==> src/rtl/alu_cmd_sequencer.sv <==
// Command sequencer for the 4-bit ALU: buffers {op,a,b} commands in a FIFO, drives
// the ALU operand registers, then returns each sampled result on a valid/ready channel.
module alu_cmd_sequencer #(
   parameter int DEPTH = 4,
   parameter int CNT_W = 8
) (
   input  logic             clk,
   input  logic             rst_n,
   input  logic             sw_clr,
   input  logic             cmd_valid,
   output logic             cmd_ready,
   input  logic [2:0]       cmd_op,
   input  logic [3:0]       cmd_a,
   input  logic [3:0]       cmd_b,
   output logic [3:0]       alu_a,
   output logic [3:0]       alu_b,
   output logic [2:0]       alu_select,
   input  logic [5:0]       alu_out,
   output logic             rsp_valid,
   input  logic             rsp_ready,
   output logic [5:0]       rsp_data,
   output logic [2:0]       rsp_op,
   output logic             busy,
   output logic [CNT_W-1:0] done_count,
   output logic [1:0]       dbg_state
);

   // Handshakes: a transfer happens at a rising edge where valid && ready are both
   // high; valid, once raised, holds its payload stable until that transfer.

   localparam int AW = $clog2(DEPTH);

   typedef enum logic [1:0] {
      IDLE  = 2'd0,
      DRIVE = 2'd1,
      RESP  = 2'd2
   } state_t;

   state_t      state, state_nxt;
   logic [10:0] mem [DEPTH];
   logic [AW:0] wr_ptr, rd_ptr;
   logic [10:0] head;
   logic        full, empty, push, pop, capture, hs;

   // Extra MSB on the pointers separates full from empty.
   assign empty     = (wr_ptr == rd_ptr);
   assign full      = (wr_ptr[AW] != rd_ptr[AW]) && (wr_ptr[AW-1:0] == rd_ptr[AW-1:0]);
   assign cmd_ready = !full;
   assign push      = cmd_valid && !full && !sw_clr;
   assign hs        = rsp_valid && rsp_ready;
   assign head      = mem[rd_ptr[AW-1:0]];
   assign busy      = !empty || (state != IDLE);
   assign dbg_state = state;

   always_ff @(posedge clk or negedge rst_n) begin
      if (!rst_n) state <= IDLE;
      else        state <= state_nxt;
   end

   always_comb begin
      state_nxt = state;
      pop       = 1'b0;
      capture   = 1'b0;
      case (state)
         IDLE: begin
            if (!empty) begin
               pop       = 1'b1;
               state_nxt = DRIVE;
            end
         end
         DRIVE: begin
            capture   = 1'b1;
            state_nxt = RESP;
         end
         RESP: begin
            if (hs) begin
               if (!empty) begin
                  pop       = 1'b1;
                  state_nxt = DRIVE;
               end else begin
                  state_nxt = IDLE;
               end
            end
         end
         default: state_nxt = IDLE;
      endcase
      // Flush overrides everything; gating pop keeps the ALU registers untouched.
      if (sw_clr) begin
         state_nxt = IDLE;
         pop       = 1'b0;
         capture   = 1'b0;
      end
   end

   always_ff @(posedge clk) begin
      if (push) mem[wr_ptr[AW-1:0]] <= {cmd_op, cmd_a, cmd_b};
   end

   always_ff @(posedge clk or negedge rst_n) begin
      if (!rst_n) begin
         wr_ptr <= '0;
         rd_ptr <= '0;
      end else if (sw_clr) begin
         wr_ptr <= '0;
         rd_ptr <= '0;
      end else begin
         if (push) wr_ptr <= wr_ptr + {{AW{1'b0}}, 1'b1};
         if (pop)  rd_ptr <= rd_ptr + {{AW{1'b0}}, 1'b1};
      end
   end

   always_ff @(posedge clk or negedge rst_n) begin
      if (!rst_n) begin
         alu_a      <= '0;
         alu_b      <= '0;
         alu_select <= '0;
         rsp_valid  <= 1'b0;
         rsp_data   <= '0;
         rsp_op     <= '0;
         done_count <= '0;
      end else begin
         if (pop) begin
            alu_select <= head[10:8];
            alu_a      <= head[7:4];
            alu_b      <= head[3:0];
         end
         if (sw_clr) begin
            rsp_valid <= 1'b0;
         end else if (capture) begin
            rsp_valid <= 1'b1;
            rsp_data  <= alu_out;
            rsp_op    <= alu_select;
         end else if (hs) begin
            rsp_valid <= 1'b0;
         end
         if (hs && !sw_clr) done_count <= done_count + {{(CNT_W-1){1'b0}}, 1'b1};
      end
   end

endmodule
==> config.mk <==
export PLATFORM = sky130hd
export DESIGN_NAME = alu_cmd_sequencer
export DESIGN_NICKNAME = d
export VERILOG_FILES = /design/src/rtl/alu_cmd_sequencer.sv
export SDC_FILE = /design/constraint.sdc
export NUM_CORES = 1
export LEC_CHECK = 0
export ABC_AREA = 1
export BUFFER_PORTS_ARGS = -buffer_cell sky130_fd_sc_hd__buf_2
export CORE_UTILIZATION = 54
export CTS_CLUSTER_SIZE = 12
export DETAILED_ROUTE_END_ITERATION = 7
export PLACE_DENSITY = 0.74
export SLEW_MARGIN = 20
export SYNTH_ARGS = -nofsm -noshare
export SYNTH_HDL_FRONTEND = slang
export SYNTH_SLANG_ARGS = --single-unit
export TNS_END_PERCENT = 30
==> constraint.sdc <==
create_clock -name clk -period 2 [get_ports clk]
set_input_delay 0.4 -clock clk [delete_from_list [all_inputs] [get_ports clk]]
set_output_delay 0.4 -clock clk [all_outputs]
set_load 0.03 [all_outputs]
* Word level (Yosys, flattened, before mapping)
Memories as Yosys holds them, arrays and structs flattened. A register that Yosys moved wholly into a read port is not among the register bits.
Cells that the tools add are included.
** Word-level totals
- Bits in registers :: 26
- RAM bits :: 44
- Bits of input ports :: 22
- Output and inout bits :: 33
- Memories kept :: 1
** Memories
- mem :: words 4, width 11, rd ports 1, clocked after Yosys merged registers in 1, write ports 1, line 40 : logic [10:0] mem [DEPTH];
** Cells by class
- Add/sub/neg operators :: 3
- Eq/ne operators :: 7
- Mux-type cells :: 20
- Bitwise logic cells :: 1
- Reduce and logical (&&, ||, !) cells :: 17
** Operators by type and width (number)
- $mux W3 :: 4
- $mux W1 :: 11
- $add A8 B1 Y8 const B :: 1
- $add A3 B1 Y3 const B :: 2
- $mux W2 :: 3
- $ne A3 B3 Y1 const B :: 2
- $pmux W2 S3 :: 1
- $reduce_bool A2 Y1 :: 3
- $logic_and A1 B1 Y1 :: 5
- $logic_not A1 Y1 :: 4
- $reduce_and A2 Y1 :: 2
- $eq A3 B3 Y1 :: 1
- $reduce_bool A3 Y1 :: 1
- $eq A2 B1 Y1 const B :: 1
- $eq A2 B2 Y1 :: 1
- $eq A2 B2 Y1 const B :: 1
- $logic_not A2 Y1 :: 1
- $pmux W1 S2 :: 1
- $logic_or A1 B1 Y1 :: 1
- $ne A1 B1 Y1 :: 1
- $not A1 Y1 :: 1

* Depth between registers and ports, before layout
Gate-level depths: netlist of the first run.
- Word-level depth :: 7
- Mapped depth :: 9
- Gate-level depth less buffers :: 7

* Least setup slack after synthesis of the first run
OpenSTA, ideal clock, no wires.
- Kind :: flip-flop to flip-flop
- From :: reg rd_ptr[0]
- To :: mem mem[0][0] (enable)
- Setup time :: 378 ps
- Arrival time :: 1577 ps
- Slack :: 45 ps
- Cell stages (with the launch flop) :: 7
- Period minus slack after synthesis :: 1955 ps
- Path through :: dfrtp_1 buf_4 nand2_1 nand2_4 nand3_2 nand3_1 nor2_1
** Between the ends
- Longest elaborated chain between the ends :: 7
** Ends and longest elaborated chain
- start: declaration :: line 41 : logic [AW:0] wr_ptr, rd_ptr;
- start signal: assignment :: line 108 : if (pop) rd_ptr <= rd_ptr + {{AW{1'b0}}, 1'b1};
- $eq A2 B2 Y1 :: line 47 : assign full = (wr_ptr[AW] != rd_ptr[AW]) && (wr_ptr[AW-1:0] == rd_ptr[AW-1:0]);
- $logic_and A1 B1 Y1 :: line 47
- $logic_not A1 Y1
- net cmd_ready :: line 11 : output logic cmd_ready,
- $logic_and A1 B1 Y1 (2 in a row) :: line 49 : assign push = cmd_valid && !full && !sw_clr;
- $mux W1 :: line 96 : if (push) mem[wr_ptr[AW-1:0]] <= {cmd_op, cmd_a, cmd_b};
- $mux W1 (not written as such) :: line 96
- end: declaration :: line 40
The timed path passes the listed nets, and every way through them passes these cells.

* Final worst setup path of the first run
- From :: reg rd_ptr[1]
- To :: out cmd_ready
** Between the ends
- Longest elaborated chain between the ends :: 3
** Ends and longest elaborated chain
- $eq A2 B2 Y1 :: line 47
- $logic_and A1 B1 Y1 :: line 47
- $logic_not A1 Y1 :: line 48 : assign cmd_ready = !full;
- end: declaration :: line 11
Every way passes these cells.

==> flow_metrics.env, run 1 <==
export IMPL_status="finished with violations"
export IMPL_violations="design-rule violations"
export IMPL_ant_nets=0
export IMPL_synthArstFlopShare_pct=45.7
export IMPL_hold_violations=0
export IMPL_drtIter0Drc=155
export IMPL_vias_per_cell=4.94
export IMPL_endpoint_kind="output pin"
export IMPL_yosysUniqueCellTypes=26
export IMPL_cts_hold_fix_buffers=0
export IMPL_finalCritPeriodShare_pct=93.6
export IMPL_sequentialPowerShare_pct=42.4
export IMPL_switching_share_pct=40.8
export IMPL_coreArea_um2=6420
export IMPL_grt_pass1_wl_um=10900
export IMPL_port_buffer_count=54
export IMPL_fin_crit_ns=1.87
export IMPL_synth_seq_cells=81
export IMPL_synth_area_um2=3650
export IMPL_htreeDepth=3
export IMPL_n_antenna_cell=0
export IMPL_nets=439
export IMPL_cts_tree="yes"
export IMPL_globalplace_congestion=0.800
export IMPL_synthCells=351
export IMPL_place_area_um2=3990
export IMPL_synth_most_common_cell="nand2_1"
export IMPL_dieArea_um2=7080
export IMPL_finalSetupTns_ns=0
export IMPL_yosysTopAreaCell="edfxtp_1"
export IMPL_clk_pin_slew_ns=0.08
export IMPL_antenna_found_initial=0
export IMPL_final_cell_area_um2=4170
export IMPL_fp_row_count=29
export IMPL_cts_resized=0
export IMPL_hp_class="input port to asynchronous set/reset pin"
export IMPL_area_delta_synth_final_pct=14.3
export IMPL_clock_latency_ns=0.35
export IMPL_dpl_hpwl_um=4640
export IMPL_cts_root_buf="clkbuf_8"
export IMPL_grt_pass1_vias=2280
export IMPL_post_synth_cell_area_avg_um2=10.4
export IMPL_max_vdd_ir_drop_uv=595
export IMPL_grt_usage_pct=19.9
export IMPL_p_total_mw=5.32
export IMPL_cts_sinks=81
export IMPL_grt_max_degree=38
export IMPL_overflow=0
export IMPL_setup_worst_path_class="flop to output pin"
export IMPL_die_w_um=84.2
export IMPL_required_ns=1.60
export IMPL_skew_ns=0.0118
export IMPL_drt_wl_total_um=6530
export IMPL_ys_warn_count=0
export IMPL_timing_slew_headroom_pct=67.5
export IMPL_p_leak_nw=2.09
export IMPL_rsz0062_at_grt="false"
export IMPL_wl_per_cell_um=13.2
export IMPL_critPathLaunchType="flop"
export IMPL_synthTopCellsByCount="nand2_1, inv_1, edfxtp_1"
export IMPL_post_cts_setup_buffer_count=0
export IMPL_clkPwrFrac_pct=20.4
export IMPL_die_h_um=84.2
export IMPL_first_pass_iters=6
export IMPL_synth_top_area_share_pct=36.2
export IMPL_finalSetupViolations=0
export IMPL_drv_slew=0
export IMPL_drive_above_1_share_pct=24.0
export IMPL_cts_buffers_inserted=9
export IMPL_start_util_pct=56.8
export IMPL_combPwrFrac_pct=37.2
export IMPL_synth_area_top_cells="edfxtp_1, dfrtp_1, nand2_1"
export IMPL_synthFlopType="edfxtp_1"
export IMPL_synth_nets=379
export IMPL_num_vias=2434
export IMPL_path_max_fanout=12
export IMPL_ios=55
export IMPL_clock_fmax_mhz=534
export IMPL_cts_buffer_depth=2
export IMPL_synth_edf_count=44
export IMPL_timing_max_cap_violations=0
export IMPL_worst_ep_arrival_time_ns=1.47
export IMPL_drc=17
export IMPL_p_sw_mw=2.17
export IMPL_synth_seq_area_share_pct=61.6
export IMPL_power_internal_mw=3.15
export IMPL_power_density_nw_per_um2=1280
export IMPL_worst_slew_pin_slew_ns=0.486
==> layout by cell type (no fill, tap or decap), types with 9 or more instances in the layout <==
cell type	count
dfrtp_1	37
nand4_1	18
clkbuf_8	9
edfxtp_1	44
buf_2	54
buf_4	9
mux2_2	9
inv_1	57
nand2_1	99
nand3_1	34
==> per-layer routing <==
layer  wire length [µm]  vias to the layer above  share of wire, %  GRT usage, %
met5                  0                        -                 0             0
met4                 83                        0               1.3          8.31
met3                347                       10               5.3          4.52
met2               2820                       73                43          29.2
met1               3280                     1100                50          28.9
li1                   -                     1251                 -             -
==> stage by stage <==
step / hold WS [ns] / cells / setup WS (ns) / utilization, %
2_1_floorplan: 0.104 / 351 / 0.0446 / -
3_3_place_gp: 0.458 / 477 / 0.410 / 62.1
3_5_place_dp: 0.458 / 477 / 0.332 / 62.1
4_1_cts: 0.0905 / 493 / 0.121 / 64.9
5_1_grt: 0.110 / 493 / 0.0436 / 64.9
6_report: 0.0850 / 493 / 0.127 / 64.9
==> critical path, cell delays in order (launching register included) <==
cell	delay (ns)
dfrtp_1	0.41
inv_2	0.17
nand2_1	0.12
nand2_4	0.10
nand3_2	0.12
buf_2	0.21
==> path summary, 6_finish.rpt <==
| kind | from | end | slack, ns | cells past startpoint |
|---|---|---|---|---|
| hold reg to reg | done_count[7] | done_count[7] | 0.47 | 1 |
| min in group clk | alu_out[1] | rsp_data[1] | 0.27 | 2 |
| max in group asynchronous | rst_n | wr_ptr[0] | 1.59 | 2 |
| setup reg to reg | wr_ptr[0] | mem[3][1] | 0.33 | 7 |
| hold / removal | rst_n | rsp_valid | 0.09 | 2 |
| setup / recovery | rd_ptr[1] | cmd_ready | 0.13 | 5 |
==> cell families (layout without fill, tap and decap cells) <==
kind of cell             Yosys count  count (layout)  share of synthesized area [%]
AO/OA/AOI/OAI                      3               3                          0.789
XOR/XNOR                           9               9                           2.16
adder cells (fa/ha/maj)            6               6                           2.06
buffers and inverters             73             138                           8.65
flip-flops                        81              81                           61.6
multiplexers                       9               9                           2.78
AND/OR/NAND/NOR                  170             170                           21.9
==> power groups by stage <==
stage,combinational (mW),clock (mW),sequential (mW)
finish,1.98,1.08,2.26
global route,2.16,1.18,2.30
CTS,1.98,1.10,2.26
detailed placement,1.97,0,2.29
global placement,1.95,0,2.28
floorplan,1.04,0,2.76
==> cell type report <==
type	instances	area (µm²)
repair buffers	63	338
clock buffers	10	128
multi-input cells	197	1080
fillers	531	2250
inverters	59	224
well taps	77	96.3
flip-flops and latches	81	2250
clock inverters	6	51.3
==> registers in the layout (all words and copies together), names as in the netlist <==
| register | cells |
|---|---|
| alu_a | 4 |
| alu_b | 4 |
| alu_select | 3 |
| dbg_state | 2 |
| done_count | 8 |
| mem | 44 |
| rd_ptr | 3 |
| rsp_data | 6 |
| rsp_op | 3 |
| rsp_valid | 1 |
| wr_ptr | 3 |
(Power assumes the default switching activity.)
==> inputs of run 2 (changes only) <==
--- a/config.mk
+++ b/config.mk
@@ -10,7 +10,8 @@
 export CORE_UTILIZATION = 54
 export CTS_CLUSTER_SIZE = 12
 export DETAILED_ROUTE_END_ITERATION = 7
-export PLACE_DENSITY = 0.74
+export PLACE_DENSITY = 0.75
+export RECOVER_POWER = 25
 export SLEW_MARGIN = 20
 export SYNTH_ARGS = -nofsm -noshare
 export SYNTH_HDL_FRONTEND = slang
==> run 2 against run 1 <==
- the flow still finishes with violations (design-rule violations)
- non-clock buffer count is 2 higher
- final area is 1.0% higher
- clock power up 20%
- maximum frequency grew 3.5%
- global-route usage decreased by 0.11 points
- clock skew is essentially flat
- via count is 2.4% higher
- clock-buffer cell count shrank 1
- critical endpoint unchanged
==> flow_metrics.env, run 2 (same netlist as run 1, synthesis figures left out) <==
export IMPL_wl_per_cell_um=12.7
export IMPL_post_cts_setup_buffer_count=0
export IMPL_setup_worst_path_class="flop to output pin"
export IMPL_grt_pass1_wl_um=10700
export IMPL_crit_slowest_cell="dfrtp_1"
export IMPL_worst_ep_arrival_time_ns=1.41
export IMPL_hp_class="input port to asynchronous set/reset pin"
export IMPL_cts_tree="yes"
export IMPL_rsz0062_at_grt="false"
export IMPL_nets=441
export IMPL_violations="design-rule violations"
export IMPL_overflow=0
export IMPL_n_antenna_cell=0
export IMPL_drt_wl_total_um=6290
export IMPL_path_max_fanout=6
export IMPL_fin_crit_ns=1.81
export IMPL_drtIter0Drc=214
export IMPL_max_vdd_ir_drop_uv=774
export IMPL_grt_usage_pct=19.8
export IMPL_first_pass_iters=6
export IMPL_port_buffer_count=54
export IMPL_finalSetupTns_ns=0
export IMPL_ant_nets=0
export IMPL_instances_no_fill=495
export IMPL_htreeDepth=3
export IMPL_coreArea_um2=6420
export IMPL_crit_chain="inv_1 -> nand2_2 -> nand2_4 -> nand3_2 -> buf_2"
export IMPL_area_delta_synth_final_pct=15.5
export IMPL_wl_met1_um=2860
export IMPL_num_vias=2493
export IMPL_vias_per_cell=5.04
export IMPL_grt_pass1_vias=2271
export IMPL_dieArea_um2=7080
export IMPL_clock_latency_ns=0.34
export IMPL_crit_family="flip-flops"
export IMPL_r2r_slack_ns=0.39
export IMPL_clock_fmax_mhz=553
export IMPL_drc=20
export IMPL_critPathLaunchType="flop"
export IMPL_cts_sinks=81
export IMPL_required_ns=1.60
export IMPL_worst_slew_pin_slew_ns=0.891
export IMPL_cts_hold_fix_buffers=0
export IMPL_slowest_delay_ns=0.43
export IMPL_layout_common_cells="nand2_1, inv_1, edfxtp_1"
export IMPL_cts_resized=0
export IMPL_route_met2_wl_um=2890
export IMPL_finalSetupViolations=0
export IMPL_cts_root_buf="clkbuf_8"
export IMPL_drv_slew=0
export IMPL_endpoint_kind="output pin"
export IMPL_finalCritPeriodShare_pct=90.5
export IMPL_die_w_um=84.2
export IMPL_die_h_um=84.2
export IMPL_timing_slew_headroom_pct=40.6
export IMPL_cts_buffers_inserted=9
export IMPL_worstReg2RegStart="wr_ptr[1]"
export IMPL_setup_ws_ns=0.191
export IMPL_largest_reg_flops=44
export IMPL_status="finished with violations"
export IMPL_p_leak_nw=2.09
export IMPL_start_util_pct=56.8
export IMPL_dpl_hpwl_um=4400
export IMPL_cts_buffer_depth=2
export IMPL_ios=55
export IMPL_worst_r2r_path_depth=7
export IMPL_final_common_cell="nand2_1"
export IMPL_highest_layer="met4"
export IMPL_globalplace_congestion=0.823
export IMPL_dp_cells=479
export IMPL_antenna_found_initial=0
export IMPL_clk_pin_slew_ns=0.09
export IMPL_hold_violations=0
export IMPL_grt_max_degree=38
export IMPL_drive_above_1_share_pct=22.0
export IMPL_timing_max_cap_violations=0
export IMPL_fp_row_count=29
export IMPL_cp_num_buf_inv=2
export IMPL_hold_ws_ns=0.254
export IMPL_skew_ns=0.0121
export IMPL_wl_met3_um=387
export IMPL_pre_cts_slack_ns=0.374
export IMPL_power_density_nw_per_um2=1330
export IMPL_worstReg2RegEnd="mem[1][2]"
run 2: changes by cell type in the layout (fill, tap and decap cells not counted):
| cell | before | now |
|---|---|---|
| bufinv_16 | 0 | 2 |
| clkinv_4 | 3 | 0 |
| clkbuf_2 | 0 | 1 |
| clkinv_2 | 0 | 1 |
| inv_6 | 2 | 3 |
| buf_4 | 9 | 10 |
| buf_2 | 54 | 43 |
| clkbuf_1 | 1 | 11 |
run 2: worst max path at each step:
stage	startpoint	end	slack (ns)	cells after the start
final	wr_ptr[0]	cmd_ready	0.19	5
after global routing	wr_ptr[0]	cmd_ready	0.08	5
after CTS	wr_ptr[0]	cmd_ready	0.18	5
after detailed placement	sw_clr	rsp_data[0]	0.37	4
after global placement	sw_clr	rsp_data[4]	0.43	4
after floorplan	rd_ptr[0]	mem[0][0]	0.04	6
run 2: area by class of cell:
cell class                 instances  area (µm²)
multi-input combinational        197        1080
fill                             508        2210
tap                               77        96.3
clock inverter                     7        98.8
inverter                          59         224
sequential                        81        2250
timing repair buffer              65         337
clock buffer                       9         124
run 2: per-stage QoR:
step                util (%)  instance area (µm²)  total power [mW]
global route            65.6                 4210              5.93
floorplan                  -                 3650              3.80
detailed placement      62.3                 4000              4.35
CTS                     65.8                 4230              5.65
global placement        62.3                 4000              4.29
finish                  65.6                 4210              5.60
run 2: power by group:
part	internal, mW	switching, mW	total [mW]
Combinational	0.649	1.39	2.04
Clock	0.714	0.591	1.30
Sequential	2.06	0.201	2.26
run 2: layer usage:
layer  up-vias  global-route usage (%)
met3        18                    4.42
met2        81                    31.7
met4         0                    10.7
met5         -                       0
met1      1139                    25.3
li1       1255                       -
